[config.mk]
export PLATFORM = sky130hd
export DESIGN_NAME = switch_cfg_loader
export DESIGN_NICKNAME = d
export VERILOG_FILES = /design/src/rtl/switch_cfg_loader.sv
export SDC_FILE = /design/constraint.sdc
export NUM_CORES = 1
export LEC_CHECK = 0
export ABC_AREA = 1
export CAP_MARGIN = 25
export CORE_MARGIN = 4
export CORE_UTILIZATION = 60
export DETAILED_ROUTE_END_ITERATION = 10
export DONT_BUFFER_PORTS = 1
export PLACE_DENSITY = 0.76
export SLEW_MARGIN = 10
export SYNTH_ARGS = -nofsm -noshare
export SYNTH_HDL_FRONTEND = slang
export SYNTH_SLANG_ARGS = --single-unit
export TNS_END_PERCENT = 50
[constraint.sdc]
create_clock -name clk -period 9.2 [get_ports clk]
set_input_delay 0.46 -clock clk [delete_from_list [all_inputs] [get_ports clk]]
set_output_delay 0.46 -clock clk [all_outputs]
set_load 0.005 [all_outputs]
[src/rtl/switch_cfg_loader.sv]
`timescale 1ns/1ps
// Routing-matrix configuration loader: validates a framed byte stream into a shadow
// register and publishes it to the switch-matrix selectors only after a good checksum.
module switch_cfg_loader #(
    parameter int unsigned N_TB = 5,
    parameter int unsigned N_LR = 4,
    parameter int unsigned CW   = 6,
    localparam int unsigned NE  = 2 * N_TB + 2 * N_LR
) (
    input  logic            clk,
    input  logic            rst_n,
    input  logic [7:0]      in_data,
    input  logic            in_valid,
    output logic            in_ready,
    output logic [NE*CW-1:0] cfg_out,
    output logic            cfg_done,
    output logic            busy,
    output logic [1:0]      err_code
);

    localparam int unsigned IW       = $clog2(NE);
    localparam logic [IW-1:0] IDX_LAST = IW'(NE - 1);
    localparam logic [7:0]  SYNC_BYTE  = 8'hA5;
    localparam logic [7:0]  COUNT_BYTE = 8'(NE);

    typedef enum logic [2:0] {
        S_IDLE   = 3'd0,
        S_COUNT  = 3'd1,
        S_DATA   = 3'd2,
        S_CHECK  = 3'd3,
        S_COMMIT = 3'd4
    } state_t;

    state_t              state_q, state_d;
    logic [NE*CW-1:0]    shadow_q, shadow_d;
    logic [NE*CW-1:0]    cfg_q, cfg_d;
    logic [IW-1:0]       idx_q, idx_d;
    logic [7:0]          xor_q, xor_d;
    logic [1:0]          err_q, err_d;
    logic                done_q, done_d;
    logic                accept_s;

    // Side 0 means "off" and takes any index; other sides bound the index by edge width.
    function automatic logic entry_legal(input logic [7:0] b);
        logic ok;
        case (b[2:0])
            3'd0:       ok = 1'b1;
            3'd1, 3'd3: ok = (32'(b[5:3]) < N_TB);
            3'd2, 3'd4: ok = (32'(b[5:3]) < N_LR);
            default:    ok = 1'b0;
        endcase
        return ok && (b[7:6] == 2'b00);
    endfunction

    assign accept_s = in_valid && (state_q != S_COMMIT);

    // Next-state and datapath updates, driven only by accepted bytes outside COMMIT.
    always_comb begin
        state_d  = state_q;
        shadow_d = shadow_q;
        cfg_d    = cfg_q;
        idx_d    = idx_q;
        xor_d    = xor_q;
        err_d    = err_q;
        done_d   = 1'b0;
        case (state_q)
            S_IDLE: begin
                if (accept_s && (in_data == SYNC_BYTE)) begin
                    state_d = S_COUNT;
                    err_d   = 2'd0;
                    idx_d   = '0;
                    xor_d   = 8'h00;
                end else begin
                    state_d = S_IDLE;
                end
            end
            S_COUNT: begin
                if (!accept_s) begin
                    state_d = S_COUNT;
                end else if (in_data == COUNT_BYTE) begin
                    state_d = S_DATA;
                end else begin
                    err_d   = 2'd1;
                    state_d = S_IDLE;
                end
            end
            S_DATA: begin
                if (!accept_s) begin
                    state_d = S_DATA;
                end else if (entry_legal(in_data)) begin
                    shadow_d[idx_q*CW +: CW] = in_data[CW-1:0];
                    xor_d = xor_q ^ in_data;
                    if (idx_q == IDX_LAST) begin
                        state_d = S_CHECK;
                    end else begin
                        idx_d = idx_q + 1'b1;
                    end
                end else begin
                    err_d   = 2'd2;
                    state_d = S_IDLE;
                end
            end
            S_CHECK: begin
                if (!accept_s) begin
                    state_d = S_CHECK;
                end else if (in_data == xor_q) begin
                    state_d = S_COMMIT;
                end else begin
                    err_d   = 2'd3;
                    state_d = S_IDLE;
                end
            end
            S_COMMIT: begin
                cfg_d   = shadow_q;
                done_d  = 1'b1;
                state_d = S_IDLE;
            end
            default: begin
                state_d = S_IDLE;
            end
        endcase
    end

    // State and datapath registers with synchronous active-low reset.
    always_ff @(posedge clk) begin
        if (!rst_n) begin
            state_q  <= S_IDLE;
            shadow_q <= '0;
            cfg_q    <= '0;
            idx_q    <= '0;
            xor_q    <= 8'h00;
            err_q    <= 2'd0;
            done_q   <= 1'b0;
        end else begin
            state_q  <= state_d;
            shadow_q <= shadow_d;
            cfg_q    <= cfg_d;
            idx_q    <= idx_d;
            xor_q    <= xor_d;
            err_q    <= err_d;
            done_q   <= done_d;
        end
    end

    // Ready is gated by reset so no byte is acknowledged while the loader is held.
    assign in_ready = rst_n && (state_q != S_COMMIT);
    assign busy     = (state_q != S_IDLE);
    assign cfg_out  = cfg_q;
    assign cfg_done = done_q;
    assign err_code = err_q;

endmodule
# Word-level counts from Yosys, hierarchy flattened
# Index checks and enable logic that the tools add are counted.
# Widths: inputs -> output; s select.
[totals]
regBits = 235
latch_bits = 0
mem_bits_rw = 0
mem_bits_ro = 0
elab_cells = 85
n_memories = 0
[op_classes]
addsub = 2
n_mul = 1
div_mod_pow = 0
order_cmp = 2
n_eq_ne = 23
shifts = 2
muxes = 31
bitwise_logic = 1
reduce_logical = 16
[ops]
columns = ["cell", "n"]
rows = [
  ["$bwmux 108", 1],
  ["$shift 6x34->108 const A", 1],
  ["$shiftx 6x34->108", 1],
  ["$neg 8->34", 1],
  ["$mux 8", 3],
  ["$mux 5", 4],
  ["$mux 2", 9],
  ["$ne 2x2->1 const B", 9],
  ["$pmux 8 s2", 1],
  ["$mux 3", 5],
  ["$eq 3x2->1 const B", 4],
  ["$pmux 3 s4", 1],
  ["$pmux 5 s2", 1],
  ["$eq 8x5->1 const B", 1],
  ["$eq 8x8->1", 1],
  ["$eq 8x8->1 const B", 1],
  ["$pmux 2 s4", 1],
  ["$reduce_and 8->1", 1],
  ["$xor 8x8->8", 1],
  ["$mul 5x2->7 const B", 1],
  ["$eq 3x1->1 const B", 2],
  ["$eq 3x3->1 const B", 2],
  ["$logic_not 3->1", 2],
  ["$lt 3x3->1 const B", 2],
  ["15 further kinds", 22],
]

# Depth between registers and ports, before layout
# Gate-level depths: netlist of the first run.
[depth]
word_depth = 9
depth_mapped = 22
depth_no_buf = 21

# Worst setup path before layout of the first run
# Ideal clock, no wire load.
[synth_timing]
path_type = "reg-to-reg"
start = "reg idx_q[2]"
end = "reg shadow_q[17]"
arrival_ns = 2.907
required_ns = 9.081
slack_ns = 6.174
path_stages_with_launch = 19
path_cell_list = "dfxtp_1 > buf_2 > clkinv_1 > ha_1 > nand2_1 > nand2_1 > inv_2 > nand2_2 > nand2_1 > nand2_1 > nand2_1 > nor2_1 > ha_1 > nand4_2 > nor2_4 > buf_4 > nand3_1 > o21ai_0 > a21oi_1"
[synth_via]
elab_chain_len = 4
[synth_rtl]
columns = ["item", "line_no", "source"]
rows = [
  ["start, declared", "37", "logic [IW-1:0] idx_q, idx_d;"],
  ["start signal, assigned", "138", "idx_q <= idx_d;"],
  ["$mul 5x2->7 (*)", "91", "shadow_d[idx_q*CW +: CW] = in_data[CW-1:0];"],
  ["$neg 8->34 (*)", "91", ""],
  ["$shiftx 6x34->108 or $shift 6x34->108 (tied branches)", "91", ""],
  ["$bwmux 108 (*)", "91", ""],
  ["end signal, assigned", "136", "shadow_q <= shadow_d;"],
  ["end, declared", "35", "logic [NE*CW-1:0] shadow_q, shadow_d;"],
]
# Mark *: on every way between the ends. The rest lies on a longest branch, timed or not.
# A chain may end at the register's enable or synchronous reset.

# Final worst setup path of the first run
[layout_timing]
start = "reg idx_q[2]"
end = "reg shadow_q[58]"
# The elaborated chain is that of the path after synthesis.

==> metrics.md, run 1 <==
| Metric | Value |
|---|---|
| Status | `finished, final reports clean` |
| Detailed-route via count | `8615` |
| Clk slew on worst S/H paths | `60 ps` |
| Cells after Synth | `1320` |
| Final worst slack | `4800 ps` |
| Initial detailed-routing violation count | `697` |
| Setup bufs post-CTS | `0` |
| Mean Syn Cell Area | `7.61 µm²` |
| Peak supply drop | `0.168 mV` |
| Relative slew slack | `39.0%` |
| Fillers | `1428` |
| Clock root buffer master | `clkbuf_16` |
| Hold_buf cts | `0` |
| Final Hold Viols | `0` |
| Critical path's slowest cell | `nand2_1` |
| Least-Margin Pin Slew | `915 ps` |
| Hold/Removal Path Class | `in2reg` |
| Most frequent cells in the layout | `nand2_1, dfxtp_1, nor2_1` |
| Max-slew violations | `0` |
| Vias in the first global route | `8047` |
| DR DRC count | `0` |
| Pwr Density | `182 mW/mm²` |
| Combinational share of power | `1.4%` |
| Critical Path RT | `9600 ps` |
| Final min period | `4400 ps` |
| Initial core utilization | `61.0%` |
| Power share of the clock group | `47.1%` |
| Predominant post-synthesis flop cell | `dfxtp_1` |
| Fmax | `227 MHz` |
| Final Cycle Share | `47.8%` |
| WS Path Type | `reg2reg` |
| Cell variety after synth | `45` |
| Worst setup SP type | `register` |
| TritonCTS Buffers | `24` |
| All-layer global routing usage | `27.1%` |
| Post-synth EDFFs | `0` |
| Top post-synthesis cells by area | `dfxtp_1, nand2_1, o21ai_0, nor2_1, inv_1` |
| CTS tree | `yes` |
| Reg area | `0.00470 mm²` |
| Net count, final | `1316` |
| Mapped cell area | `0.0100 mm²` |
| NetSw | `404 µW` |
| Finished Layout Cells | `1530` |
| CTS sink cnt | `235` |
| Port bufs | `0` |
| Sequential share of the synthesized area | `46.9%` |
| Area share of the leading cell type in the synthesized netlist | `46.9%` |
| Switching Fraction | `20.5%` |
| Top Ports | `124` |
| Die width | `137 µm` |
| Clk_skew | `11.8 ps` |
| Largest net degree at the start of global routing | `99` |
| Sequential power share | `51.5%` |
| Detailed-route wire length | `25900 µm` |
| Util after Layout | `65.9%` |
| Area Overhead vs Synth | `8.15%` |
| MaxCap Viol Count | `0` |
| Setup Slack @ Placement | `4940 ps` |
| Final TNS setup | `0 ps` |
| Pre-Repair DR Iteration Count | `6` |
| Die height | `137 µm` |
| Floorplan core area | `0.0165 mm²` |
| Gr ovfl total | `0` |
| RSZ-0062 raised after global routing | `no` |
| Dpl cells | `1489` |
| Antenna violations before repair | `0` |
| Synthesized flop and latch total | `235` |
| Routability cong. | `0.981` |
| Routed Antenna Nets | `0` |
| Cells along the critical path | `clkinv_1 > ha_1 > xnor2_1 > inv_1 > nor2_1 > nand2_1 > nand2_1 > inv_2 > nor2_4 > nand3_4 > inv_2 > nand3_1 > o21ai_0 > a21oi_1` |
| H-tree depth | `1` |
| Routed wire length per instance | `17.0 µm` |
| Crit path DAT | `4800 ps` |
| Final setup violation count | `0` |
| Critical Path End Type | `register` |
| Area of the die | `0.0189 mm²` |
| Post_cts resized | `0` |
| Worst-path fanout max | `32` |
| Max incr delay on CP | `620 ps` |
| Share of cells above drive strength 1 | `8.09%` |
| Syn. warnings | `0` |
| First-pass GRT wire length | `41600 µm` |
| Vias per std cell | `5.63` |
| Area taken by multi-input logic gates | `0.00453 mm²` |
| Most common cell after layout, fill and taps aside | `nand2_1` |
| Rows | `47` |
| Longest Clk Path Bufs | `3` |
| LEAKAGE | `4.44 nW` |
| Antenna Cells | `0` |
| Post-DP HPWL | `18100 µm` |
| Post-synth net total | `1341` |
| Area leader, netlist | `dfxtp_1` |
| Synth async-reset ratio | `0%` |
| Power Internal | `1.57 mW` |
| Pwr Total | `1.98 mW` |
| Worst-skew pair later-pin latency | `510 ps` |
-- worst max-delay path: cells and delay by family, from the launching register on --
kind	cells	cell delay, ps
flops	1	600
xor+xnor	1	250
fa+ha+maj	1	470
compound gates	2	240
buf+inv	4	1270
simple gates	6	1410
-- synth_stat cells, types with 4 or more instances --
| library cell | instances |
|---|---|
| dfxtp_1 | 235 |
| nor2_4 | 14 |
| inv_1 | 135 |
| buf_1 | 6 |
| o21ai_0 | 137 |
| a31oi_1 | 7 |
| buf_2 | 9 |
| a211oi_1 | 11 |
| inv_2 | 13 |
| clkbuf_1 | 34 |
| o21ai_1 | 7 |
| nor2_1 | 173 |
| nor4_1 | 4 |
| nor2_2 | 10 |
| nand4_1 | 20 |
| nand2_2 | 12 |
| nor3_1 | 13 |
| buf_6 | 4 |
| ha_1 | 9 |
| nand3_1 | 61 |
| nand2_1 | 242 |
| a22o_1 | 53 |
| xnor2_1 | 8 |
| a21oi_1 | 74 |
-- routing by layer --
layer | part of all wire [%] | wire length [µm] | GRT usage, %
met1 | 44 | 11300 | 37.4
met2 | 46 | 12000 | 44.4
met3 | 8.0 | 2060 | 4.38
met4 | 2.0 | 527 | 7.26
met5 | 0 | 0 | 0
-- final cells by class --
class	instances	area share [%]
well taps	220	2.53
repair buffers	4	0.277
clock inverters	8	0.622
multi-input cells	880	41.7
inverters	150	5.18
clock buffers	33	6.31
flip-flops and latches	235	43.3
-- registers in the layout (all words and copies together), names as in the netlist --
signal / count
cfg_done: 1
cfg_out: 108
err_code: 2
idx_q: 5
shadow_q: 108
state_q: 3
xor_q: 8
-- logic make-up (layout without fill, tap and decap cells) --
family,after synthesis,in the layout,share of synthesized area (%)
AND/OR/NAND/NOR,564,564,25.5
XOR/XNOR,9,9,0.785
adder cells (fa/ha/maj),10,10,1.32
buffers and inverters,205,195,8.15
flip-flops,235,235,46.9
AO/OA/AOI/OAI,297,297,17.4
-- final timing paths --
check,depth (start not counted),to,startpoint,slack (ps)
setup / recovery,14,shadow_q[58],idx_q[2],4800
hold / removal,2,shadow_q[53],rst_n,80
setup reg to reg,14,shadow_q[58],idx_q[2],4800
hold reg to reg,2,shadow_q[97],shadow_q[97],450
-- metrics by stage --
stage	instance area [µm²]	hold WS, ps
2_1_floorplan	10000	422
3_3_place_gp	10100	432
3_5_place_dp	10100	439
4_1_cts	10900	63.2
5_1_grt	10900	75.6
6_report	10900	83.4
-- power by group through the flow --
| stage | Clock [mW] | Sequential (mW) | Combinational [mW] |
|---|---|---|---|
| floorplan | 0 | 1.04 | 0.0276 |
| global placement | 0 | 1.04 | 0.0275 |
| detailed placement | 0 | 1.04 | 0.0279 |
| CTS | 0.949 | 1.02 | 0.0280 |
| global route | 0.990 | 1.02 | 0.0313 |
| finish | 0.931 | 1.02 | 0.0275 |
No activity file was read; power rests on OpenSTA's default activity.
==> run 2, diff against run 1 <==
Settings changed: ABC_AREA 1 to 0.
Clock period 9.2 ns to 4.2 ns, I/O delays scaled along.
==> metrics.md, run 2 <==
| Metric | Value |
|---|---|
| Status | `finished, final reports clean` |
| Cells after Synth | `1275` |
| First-pass GRT wire length | `47500 µm` |
| Peak supply drop | `0.449 mV` |
| Antenna Cells | `0` |
| Pwr Total | `4.41 mW` |
| Count leader, synth | `nand2_1` |
| Die width | `141 µm` |
| Clk slew on worst S/H paths | `60 ps` |
| RSZ-0062 raised after global routing | `no` |
| Predominant post-synthesis flop cell | `dfxtp_1` |
| Busiest grt layer | `met2` |
| R2R Setup Slk | `370 ps` |
| R2r startpoint | `idx_q[1]` |
| Area Overhead vs Synth | `9.63%` |
| Routed Antenna Nets | `0` |
| Longest Clk Path Bufs | `3` |
| Critical path's slowest cell | `or2_2` |
| Synth async-reset ratio | `0%` |
| MaxCap Viol Count | `0` |
| Sequential share of the synthesized area | `44.5%` |
| Antenna violations before repair | `0` |
| Met3 usage | `6.38%` |
| Area of the die | `0.0198 mm²` |
| Share of cells above drive strength 1 | `9.23%` |
| Top Ports | `124` |
| All-layer global routing usage | `30.0%` |
| Port bufs | `0` |
| Floorplan core area | `0.0173 mm²` |
| Fmax | `261 MHz` |
| H-tree depth | `1` |
| Syn. warnings | `0` |
| Pre-Repair DR Iteration Count | `5` |
| Detailed-route wire length | `30700 µm` |
| Routability cong. | `1.00` |
| Vias in the first global route | `8401` |
| Largest net degree at the start of global routing | `126` |
| Top post-synthesis cells by area | `dfxtp_1, nand2_1, mux2i_1, a21oi_1, clkbuf_1` |
| Initial detailed-routing violation count | `821` |
| Clock root buffer master | `clkbuf_16` |
| Crit path DAT | `4210 ps` |
| Mean Syn Cell Area | `8.30 µm²` |
| Net count, final | `1271` |
| TritonCTS Buffers | `24` |
| WS Path Type | `reg2reg` |
| Routed wire length per instance | `20.6 µm` |
| Vias per std cell | `5.97` |
| Rows | `48` |
| Post-synth net total | `1296` |
| HP Start | `in_data[1]` |
| Gr ovfl total | `0` |
| Path depth of the worst reg2reg path | `10` |
| CTS sink cnt | `235` |
| Final min period | `3830 ps` |
| Most frequent cells in the layout | `nand2_1, dfxtp_1, a21oi_1` |
| Mapped cell area | `0.0106 mm²` |
| Hold/Removal Path Class | `in2reg` |
| Critical Path RT | `4570 ps` |
| Worst-skew pair later-pin latency | `530 ps` |
| Synth top cells by count | `nand2_1, dfxtp_1, a21oi_1` |
| Cell variety after synth | `73` |
| Die height | `141 µm` |
| Final setup violation count | `0` |
| Detailed-route via count | `8907` |
| Synthesized flop and latch total | `235` |
| Fillers | `1477` |
| Relative slew slack | `35.0%` |
| Worst-path fanout max | `16` |
| Hold path cells | `4` |
| Final Cycle Share | `91.3%` |
| Pwr Density | `380 mW/mm²` |
| Initial core utilization | `61.2%` |
| Critical Path End Type | `register` |
| Clk_skew | `9.19 ps` |
| Area share of the leading cell type in the synthesized netlist | `44.5%` |
| Area leader, netlist | `dfxtp_1` |
| Worst r2r dst | `shadow_q[79]` |
| LEAKAGE | `3.94 nW` |
| M2 GR Usage | `46.3%` |
| Most common cell after layout, fill and taps aside | `nand2_1` |
| DR DRC count | `0` |
| Post-DP HPWL | `20800 µm` |
| Least-Margin Pin Slew | `975 ps` |
| Max-slew violations | `0` |
| Final TNS setup | `0 ps` |
| CTS tree | `yes` |
| WHS Endpoint | `shadow_q[1]` |
| Cells along the critical path | `ha_1 > fa_1 > a211o_1 > nand3_1 > and2_0 > xor2_1 > buf_4 > nand4_1 > or2_2 > mux2i_1` |
| Worst setup startpoint | `idx_q[1]` |
| Post-synth EDFFs | `0` |
| Worst setup SP type | `register` |
| Max incr delay on CP | `560 ps` |
| GR Util met1 | `40.6%` |
| Final Hold Viols | `0` |
## run 2: worst max path at each step
stage / end / slack [ps] / depth (start not counted)
5_1_grt: shadow_q[79] / 100 / 10
4_1_cts: shadow_q[79] / 410 / 10
3_5_place_dp: shadow_q[79] / 440 / 10
3_3_place_gp: shadow_q[79] / 480 / 10
2_1_floorplan: shadow_q[92] / 710 / 13
6_report: shadow_q[79] / 370 / 10
## run 2: logic make-up (layout without fill, tap and decap cells)
logic type               Yosys count  count (layout)  synth area share, %
AND/OR/NAND/NOR                  579             579                 25.4
flip-flops                       235             235                 44.5
AO/OA/AOI/OAI                    228             228                 13.1
multiplexers                     107             107                 10.1
buffers and inverters             97              90                 3.77
XOR/XNOR                          19              19                 1.83
adder cells (fa/ha/maj)           10              10                 1.25
## run 2: area by class of cell
class / count / area [µm²] / share of cell area, %
Multi-Input combinational cell: 943 / 5480 / 47.3
Clock buffer: 33 / 684 / 5.90
Inverter: 11 / 42.5 / 0.367
Clock inverter: 11 / 104 / 0.895
Sequential cell: 235 / 4700 / 40.6
Timing Repair Buffer: 35 / 300 / 2.59
Tap cell: 225 / 282 / 2.43
## run 2: worst max-delay path, delay by kind of cell, from the launching register on
kind | cells | cell delay [ps]
and+or+nand+nor | 4 | 1680
adders and majority gates | 2 | 750
xor gates and xnor gates | 1 | 200
muxes | 1 | 130
AOI/OAI and AO/OA | 1 | 340
buffers and inverters | 1 | 240
DFF | 1 | 350
## run 2: what timing repair did
item	4_1_cts	5_1_grt
hold endpoints to repair	128	0
resized for setup	0	0
setup endpoints to repair	0	0
setup buffers	0	0
hold buffers	8	0
## run 2: stage by stage
step	setup WS, ps	instances	hold slack (ps)	cell area (µm²)	utilization [%]
6_report	367	1493	20.2	11600	67.1
5_1_grt	96.0	1493	24.9	11600	67.1
4_1_cts	413	1493	0.314	11600	67.1
3_5_place_dp	438	1441	362	10700	61.9
3_3_place_gp	480	1441	358	10700	61.9
2_1_floorplan	705	1275	356	10600	-
## run 2: report_power, final
| part | switching, mW | internal [mW] |
|---|---|---|
| Sequential | 0.0000408 | 2.23 |
| Clock | 0.894 | 1.21 |
| Combinational | 0.0554 | 0.0212 |
## run 2: layer usage
layer | wire, µm | vias up
li1 | - | 4276
met1 | 13100 | 4207
met2 | 13500 | 340
met3 | 2540 | 84
met4 | 1560 | 0
met5 | 0 | -
==> run 3, diff against run 2 <==
Clock period 4.2 ns to 3.98 ns, I/O delays scaled along.
==> metrics.md, run 3 (synthesis results as in run 2) <==
| Metric | Value |
|---|---|
| Status | `finished, final reports clean` |
| Critical path's slowest cell | `or3_4` |
| LEAKAGE | `4.01 nW` |
| Port bufs | `0` |
| Post-DP HPWL | `20700 µm` |
| WS Path Type | `reg2reg` |
| Antenna Cells | `0` |
| Vias per std cell | `5.99` |
| All-layer global routing usage | `29.4%` |
| Clk_skew | `6.94 ps` |
| Most frequent cells in the layout | `nand2_1, dfxtp_1, a21oi_1` |
| WHS Endpoint | `state_q[1]` |
| MaxCap Viol Count | `0` |
| Final Cycle Share | `91.6%` |
| Dpl cells | `1450` |
| DR DRC count | `0` |
| Critical Path RT | `4410 ps` |
| Pre-Repair DR Iteration Count | `7` |
| Routability cong. | `1.04` |
| Routed wire length per instance | `20.0 µm` |
| TritonCTS Buffers | `25` |
| Largest net degree at the start of global routing | `125` |
| HP Start | `in_data[0]` |
| Top Ports | `124` |
| Rows | `48` |
| Gr ovfl total | `0` |
| Max-slew violations | `0` |
| Post-route cell area | `0.0117 mm²` |
| Worst path top cell family by delay | `adder cells` |
| Clk slew on worst S/H paths | `60 ps` |
| Path depth of the worst reg2reg path | `10` |
| Util after Layout | `67.8%` |
| GR Util met1 | `40.9%` |
| Critical Path End Type | `register` |
| Final Hold Viols | `0` |
| R2R Setup Slk | `330 ps` |
| Worst-skew pair later-pin latency | `530 ps` |
| Finished Layout Cells | `1502` |
| Relative slew slack | `32.8%` |
| Fmax | `274 MHz` |
| Die height | `141 µm` |
| Crit path DAT | `4080 ps` |
| Detailed-route wire length | `30000 µm` |
| Least-Margin Pin Slew | `1000 ps` |
| Share of cells above drive strength 1 | `9.79%` |
| Busiest grt layer | `met2` |
| Final TNS setup | `0 ps` |
| Floorplan core area | `0.0173 mm²` |
| Worst-path fanout max | `12` |
| CTS sink cnt | `235` |
| First-pass GRT wire length | `47000 µm` |
| Worst setup SP type | `register` |
| Vias in the first global route | `8333` |
| Setup bufs post-CTS | `0` |
| Net count, final | `1282` |
| RSZ-0062 raised after global routing | `no` |
| Worst r2r dst | `shadow_q[7]` |
| Hold/Removal Path Class | `in2reg` |
| Cells along the critical path | `ha_1 > fa_1 > a211o_1 > a21o_1 > a2111oi_4 > ha_1 > nand2_2 > or3_4 > nor2_1 > mux2i_1` |
| CP bufs+invs | `0` |
| Initial detailed-routing violation count | `773` |
| Most common cell on crit path | `ha_1` |
| CTS tree | `yes` |
| Longest Clk Path Bufs | `3` |
| WHS | `14.3 ps` |
| Area of the die | `0.0198 mm²` |
| Final setup violation count | `0` |
| Max incr delay on CP | `530 ps` |
| Hold path cells | `3` |
| Most common cell after layout, fill and taps aside | `nand2_1` |
| Met3 usage | `5.63%` |
| Initial core utilization | `61.2%` |
| M2 GR Usage | `45.5%` |
| Detailed-route via count | `8996` |
| Routed Antenna Nets | `0` |
| Die width | `141 µm` |
| Final min period | `3650 ps` |
| Peak supply drop | `0.345 mV` |
| DP Area | `0.0108 mm²` |
| R2r startpoint | `idx_q[1]` |
| Clock root buffer master | `clkbuf_16` |
| Pwr Density | `407 mW/mm²` |
| Area Overhead vs Synth | `10.8%` |
| Antenna violations before repair | `0` |
| H-tree depth | `1` |
run 3: cell types whose count changed in the layout (fill, tap and decap cells not counted), sizes merged:
cell         previous run  this run
buf                    28        37
clkinvlp                2         0
bufinv                  1         2
clkbuf                 33        34
clkinv                  8         7
dlygate4sd3             7         8
run 3: report_power, final:
group          leakage, nW  switching [mW]  internal (mW)  total [mW]
logic                 1.71          0.0588         0.0231      0.0818
registers             1.89       0.0000434           2.35        2.35
clock network        0.411           0.945           1.39        2.33
run 3: layout make-up:
cell class	instances	area, µm²
timing repair buffer	45	378
multi-input combinational	943	5480
sequential	235	4700
tap	225	282
fill	1467	5580
inverter	11	42.5
clock inverter	9	121
clock buffer	34	709
run 3: worst reg2reg max path, cell delays in order (launching register included):
cell       delay (ps)
dfxtp_1           350
ha_1              250
fa_1              490
a211o_1           330
a21o_1            240
a2111oi_4         440
ha_1              280
nand2_2           160
or3_4             530
nor2_1            260
mux2i_1           220
run 3: worst max-delay path by stage:
stage                     startpoint      endpoint  cells past startpoint
after global routing        idx_q[1]   shadow_q[7]                     10
after detailed placement    idx_q[1]   shadow_q[7]                     10
final                       idx_q[1]   shadow_q[7]                     10
after floorplan             idx_q[2]  shadow_q[92]                     13
after CTS                   idx_q[1]   shadow_q[7]                     10
after global placement      idx_q[1]   shadow_q[5]                     10
run 3: routing by layer:
layer | share of wire (%) | up-vias
met4 | 4.1 | 0
li1 | - | 4302
met3 | 8.3 | 77
met2 | 45 | 359
met5 | 0 | -
met1 | 43 | 4258
run 3: what timing repair did:
action / CTS / global route
resized for setup: 0 / 0
hold buffers: 9 / 0
endpoints found under the setup margin: 0 / 0
hold endpoints to repair: 129 / 0
run 3: per-stage QoR:
stage	setup WS [ps]	total power, mW
CTS	360	4.79
floorplan	485	2.47
global placement	402	2.45
global route	141	4.89
finish	333	4.76
detailed placement	372	2.45
